===== config.mk =====
export PLATFORM = sky130hd
export DESIGN_NAME = mmio_slot_bridge
export DESIGN_NICKNAME = d
export VERILOG_FILES = /design/src/rtl/mmio_slot_bridge.sv
export SDC_FILE = /design/constraint.sdc
export NUM_CORES = 1
export LEC_CHECK = 0
export CAP_MARGIN = 30
export CORE_MARGIN = 3
export CORE_UTILIZATION = 30
export DETAILED_ROUTE_END_ITERATION = 8
export HOLD_SLACK_MARGIN = 0.12
export PLACE_DENSITY_LB_ADDON = 0.1
export SETUP_SLACK_MARGIN = 0.15
export SYNTH_ARGS = -nofsm -noshare
export SYNTH_HDL_FRONTEND = slang
export SYNTH_SLANG_ARGS = --single-unit
export TNS_END_PERCENT = 50

===== constraint.sdc =====
create_clock -name clk -period 3.25 [get_ports clk]
set_input_delay 0.65 -clock clk [delete_from_list [all_inputs] [get_ports clk]]
set_output_delay 0.65 -clock clk [all_outputs]
set_load 0.01 [all_outputs]

===== src/rtl/mmio_slot_bridge.sv =====
// Single-outstanding bridge from a CPU valid/ready register port to the shared MMIO slot bus.
// Optional watchdog on slot accesses is enabled by defining MMIO_TIMEOUT_EN.
module mmio_slot_bridge #(
    parameter int NUM_SLOTS      = 4,
    parameter int TIMEOUT_CYCLES = 16
) (
    input  logic                    clk,
    input  logic                    arst,
    input  logic                    req_valid,
    output logic                    req_ready,
    input  logic                    req_write,
    input  logic [7:0]              req_addr,
    input  logic [31:0]             req_wdata,
    output logic                    resp_valid,
    input  logic                    resp_ready,
    output logic [31:0]             resp_rdata,
    output logic [1:0]              resp_err,
    output logic [NUM_SLOTS-1:0]    slot_cs,
    output logic                    slot_read,
    output logic                    slot_write,
    output logic [3:0]              slot_addr,
    output logic [31:0]             slot_wdata,
    input  logic [NUM_SLOTS*32-1:0] slot_rd_data,
    input  logic [NUM_SLOTS-1:0]    slot_slave_error,
    input  logic [NUM_SLOTS-1:0]    slot_decode_error,
    input  logic [NUM_SLOTS-1:0]    slot_wr_done,
    input  logic [NUM_SLOTS-1:0]    slot_rd_done
);

    typedef enum logic [1:0] {IDLE, ACCESS, RESP} state_t;

    localparam logic [1:0] ERR_OK      = 2'b00;
    localparam logic [1:0] ERR_SLAVE   = 2'b01;
    localparam logic [1:0] ERR_DECODE  = 2'b10;
    localparam logic [1:0] ERR_TIMEOUT = 2'b11;

    state_t               state, next_state;
    logic                 is_write;
    logic [NUM_SLOTS-1:0] req_onehot;
    logic                 req_hit;
    logic                 sel_dec, sel_slv, sel_done;
    logic [31:0]          sel_rdata;
    logic                 timeout_hit;
    logic                 access_end;
    logic [1:0]           access_err;

    always_comb begin
        req_onehot = '0;
        for (int i = 0; i < NUM_SLOTS; i++)
            req_onehot[i] = (req_addr[7:4] == 4'(i));
    end

    assign req_hit = |req_onehot;

    // slot_cs is zero outside ACCESS, so these selected-slot views are quiet elsewhere.
    assign sel_dec  = |(slot_cs & slot_decode_error);
    assign sel_slv  = |(slot_cs & slot_slave_error);
    assign sel_done = is_write ? |(slot_cs & slot_wr_done) : |(slot_cs & slot_rd_done);

    always_comb begin
        sel_rdata = '0;
        for (int i = 0; i < NUM_SLOTS; i++)
            if (slot_cs[i]) sel_rdata = sel_rdata | slot_rd_data[32*i +: 32];
    end

`ifdef MMIO_TIMEOUT_EN
    localparam int CW = $clog2(TIMEOUT_CYCLES) + 1;
    logic [CW-1:0] tmo_cnt;

    always_ff @(posedge clk or posedge arst) begin
        if (arst)                 tmo_cnt <= '0;
        else if (state == IDLE)   tmo_cnt <= '0;
        else if (state == ACCESS) tmo_cnt <= tmo_cnt + 1'b1;
    end

    assign timeout_hit = (state == ACCESS) && (tmo_cnt == CW'(TIMEOUT_CYCLES - 1));
`else
    assign timeout_hit = (TIMEOUT_CYCLES < 0);  // never true: ACCESS has no deadline
`endif

    // NOTE: every always_comb output gets a default first so no path infers a latch.
    always_comb begin
        access_end = 1'b0;
        access_err = ERR_OK;
        if (sel_dec) begin
            access_end = 1'b1;
            access_err = ERR_DECODE;
        end else if (sel_slv) begin
            access_end = 1'b1;
            access_err = ERR_SLAVE;
        end else if (sel_done) begin
            access_end = 1'b1;
        end else if (timeout_hit) begin
            access_end = 1'b1;
            access_err = ERR_TIMEOUT;
        end
    end

    always_comb begin
        next_state = state;
        case (state)
            IDLE:    if (req_valid) next_state = req_hit ? ACCESS : RESP;
            ACCESS:  if (access_end) next_state = RESP;
            RESP:    if (resp_ready) next_state = IDLE;
            default: next_state = IDLE;
        endcase
    end

    always_ff @(posedge clk or posedge arst) begin
        if (arst) state <= IDLE;
        else      state <= next_state;
    end

    assign req_ready  = (state == IDLE);
    assign resp_valid = (state == RESP);

    always_ff @(posedge clk or posedge arst) begin
        if (arst) begin
            is_write   <= 1'b0;
            slot_cs    <= '0;
            slot_read  <= 1'b0;
            slot_write <= 1'b0;
            slot_addr  <= '0;
            slot_wdata <= '0;
            resp_rdata <= '0;
            resp_err   <= ERR_OK;
        end else if (state == IDLE && req_valid) begin
            is_write   <= req_write;
            slot_addr  <= req_addr[3:0];
            slot_wdata <= req_wdata;
            slot_cs    <= req_onehot;
            slot_read  <= req_hit && !req_write;
            slot_write <= req_hit && req_write;
            resp_rdata <= '0;
            resp_err   <= req_hit ? ERR_OK : ERR_DECODE;
        end else if (state == ACCESS && access_end) begin
            slot_cs    <= '0;
            slot_read  <= 1'b0;
            slot_write <= 1'b0;
            resp_err   <= access_err;
            resp_rdata <= (access_err == ERR_OK && !is_write) ? sel_rdata : '0;
        end
    end

endmodule

==> key figures <==
Timing
  – RSZ-0062 raised after global routing: no
  – Slew HR: 0.479
  – Max Freq: 0.360 GHz
  – Hold Fails Final Rpt: 0
  – Period utilization: 0.855
  – Fin Clk Skew: 0.00526 ns
  – Worst-Margin Slew: 0.781 ns
  – Final TNS setup: 0 ns
  – # setup viols final: 0
  – Max-slew violations: 0
  – Fin crit period: 2.78 ns
  – Slack of the critical path: 0.471 ns

Worst setup path
  – CP Class: reg -> out
  – Data required, critical path: 2.60 ns
  – CP endpoint kind: output pin
  – Worst reg2reg path depth: 6
  – CP max stage delay: 0.76 ns
  – Worst r2r src: slot_cs[1]$_DFFE_PP0P_
  – R2R Path End: resp_rdata[31]$_DFFE_PP0P_
  – Register-to-Register Setup Slack: 0.75 ns
  – Worst-path maximum fanout: 26
  – Crit path DAT: 2.13 ns
  – Crit path from: slot_cs[0]$_DFFE_PP0P_
  – Worst setup SP type: register
  – CP max-delay cell: dfrtp_1
  – Crit path cell chain: buf_4, clkdlybuf4s50_1

Floorplan
  – I/O pin count: 267
  – Chip width: 128 microns
  – Core area: 14200 sq um
  – FP Rows: 43
  – Initial core utilization: 0.314
  – Die area: 16400 sq um
  – DIE HEIGHT: 128 microns

Synth
  – Unique masters post-synth: 39
  – Number of synthesized flops with an enable pin: 0
  – Main combinational cell family by area after synthesis: compound AO/OA/AOI/OAI gates
  – Post-synth top area share: 0.443
  – Asr flop ratio synth: 1.00
  – Mapped Nets: 649
  – Synth area leaders: dfrtp_1, o221ai_2, nand2_1
  – Post-synthesis mux area share: 0.00252
  – Top FF cell, synth: dfrtp_1
  – Area of the mapped netlist: 4470 sq um
  – Yosys Warn Count: 0
  – Adder-cell area share of the yosys netlist: 0
  – Synth Register Bits: 79
  – Sequential area share after synthesis: 0.443
  – Synth Area in Simple Gates: 0.206
  – Syn_area_per_cell: 9.71 sq um
  – Syn Inst Count: 460
  – Largest area contributor in the netlist: dfrtp_1
  – XOR/XNOR share of the synthesized area: 0
  – Complex-gate fraction of the synthesized area: 0.285

Placement
  – Placed Cells: 871
  – HPWL Detailed: 12400 microns
  – Routability cong.: 0.772
  – Post-placement setup slack: 0.592 ns
  – IO buf count: 266

Detailed routing
  – Via count: 4791
  – TritonRoute pass-1 iters: 5
  – WL/cell: 19.3 microns
  – Via density: 5.40
  – Antenna-violating nets left: 0
  – Total Routed Length: 17100 microns
  – DR iter-0 viols: 371
  – Drt drc: 0

Cells and area
  – Nets: 891
  – Fin cells: 887
  – Share of layout cells above drive strength 1: 0.102
  – # diodes: 0
  – Area Overhead vs Synth: 68.6%

Power and ir drop
  – Pint: 3640 uW
  – Clock power frac: 0.148
  – Combinational fraction of design power: 0.575
  – Switching Share: 0.429
  – Power Density: 847 nW/um^2
  – Total Power: 6380 uW
  – Maximum vdd drop: 0.383 mV
  – Leak pwr: 0.00301 uW
  – Net switching power: 2740 uW
  – Register share of total power: 0.277

Clock network
  – Root Buffer: clkbuf_16
  – Hold Buf Count CTS: 0
  – Post-CTS Repair Setup Buffers: 0
  – Maximum clock path buffer count: 2
  – Worst-path clk slew: 0.06 ns
  – H-tree levels: 3
  – Worst-Skew Late Latency: 0.33 ns
  – # clock sinks: 79
  – Num CTS Buffers: 9
  – CTS tree: built
  – Cts repair resizes: 0

Worst hold path
  – Hold Path Stages: 2
  – Worst min-delay path category: reg -> reg
  – Hold Crit Start: slot_wdata[19]$_DFFE_PP0P_
  – Hold Path End: slot_wdata[19]$_DFFE_PP0P_

Global route
  – Largest net degree at the start of global routing: 80
  – Total gr overflow: 0
  – Vias in the first global route: 4744
  – First-pass GRT wire length: 26200 microns
  – GRT Resource Usage Total: 0.201
  – Antenna violations before repair: 0

Outcome
  – Status: finished, final reports clean

Job
  – Max_cap viols: 0
-- power by group through the flow --
| stage | Clock, uW | Combinational (uW) | Sequential [uW] |
|---|---|---|---|
| 2_1_floorplan | 0 | 1950 | 1840 |
| 3_3_place_gp | 0 | 3660 | 1750 |
| 3_5_place_dp | 0 | 3700 | 1780 |
| 4_1_cts | 977 | 3720 | 1770 |
| 5_1_grt | 1020 | 3950 | 1830 |
| 6_report | 947 | 3660 | 1770 |
-- state kept, by name, indices dropped and copies added (netlist names) --
register and count:
slot_read 1, slot_wdata 32, is_write 1, slot_write 1
slot_cs 4, slot_addr 4, resp_rdata 32, state 2
resp_err 2
-- placed cells by master (no fill, tap or decap), drive strengths merged, types with 2 or more instances in the layout --
cell / count
buf: 16
o21ai: 8
o211ai: 2
a32oi: 2
a31oi: 5
nand3: 33
dfrtp: 79
nand4: 32
nor2: 4
nor4: 2
nand2: 117
inv: 2
a22o: 34
clkdlybuf4s50: 266
a22oi: 4
clkinv: 5
a221oi: 34
a211oi: 2
and3: 3
o221ai: 32
clkbuf: 12
nor2b: 2
-- Yosys cell counts (2+ instances only) --
cell type  number
a211oi_1        2
inv_1           3
nor2_1          3
a31oi_1         5
o221ai_2       30
nor4_1          2
a22oi_1         4
nor2b_1         2
buf_2          14
nand4_1        32
a221oi_1       32
nand2_1       117
dfrtp_1        79
a22o_1         34
a32oi_1         2
nand3_1        32
o21ai_1         8
buf_4           3
clkbuf_1       27
and3_1          3
o221ai_1        2
buf_6           7
-- per-layer routing --
metal / vias to the layer above / global-route usage / wire (microns) / part of all wire
li1: 2252 / - / - / -
met1: 2310 / 0.258 / 7090 / 0.41
met2: 207 / 0.324 / 8210 / 0.48
met3: 22 / 0.0596 / 1510 / 0.088
met4: 0 / 0.0699 / 340 / 0.020
met5: - / 0 / 0 / 0
-- final cells by class --
type / instances / area, sq um
Timing Repair Buffer: 282 / 2810
Multi-Input combinational cell: 327 / 2230
Clock inverter: 4 / 20.0
Inverter: 3 / 12.5
Clock buffer: 12 / 256
Sequential cell: 79 / 1980
Tap cell: 180 / 225
Fill cell: 1328 / 6670
-- kinds of logic (layout without fill, tap and decap cells) --
group	count (synthesis)	count (layout)
flip-flops	79	79
AO/OA/AOI/OAI	126	126
buffers and inverters	54	301
AND/OR/NAND/NOR	200	200
multiplexers	1	1
-- metrics by stage --
stage           util  hold slack (ns)  instance area (sq um)
3_5_place_dp   0.511            0.462                   7250
4_1_cts        0.530            0.477                   7530
6_report       0.530            0.474                   7530
5_1_grt        0.530            0.490                   7530
2_1_floorplan      -            0.485                   4470
3_3_place_gp   0.511            0.458                   7250
-- worst max-delay path by stage --
stage                              endpoint  cells after the start
floorplan              is_write$_DFFE_PP0P_                      1
global placement       state[1]$_DFFE_PP0P_                      6
detailed placement  resp_err[1]$_DFFE_PP0P_                      6
CTS                              slot_cs[0]                      2
global route                     slot_cs[0]                      2
finish                           slot_cs[0]                      2
-- worst max-delay path, delay by kind of cell (launching register included) --
kind                   cells  cell delay, ns
flip-flops                 1            0.76
buffers and inverters      2            1.02
Power figures use the tool's default switching activity.
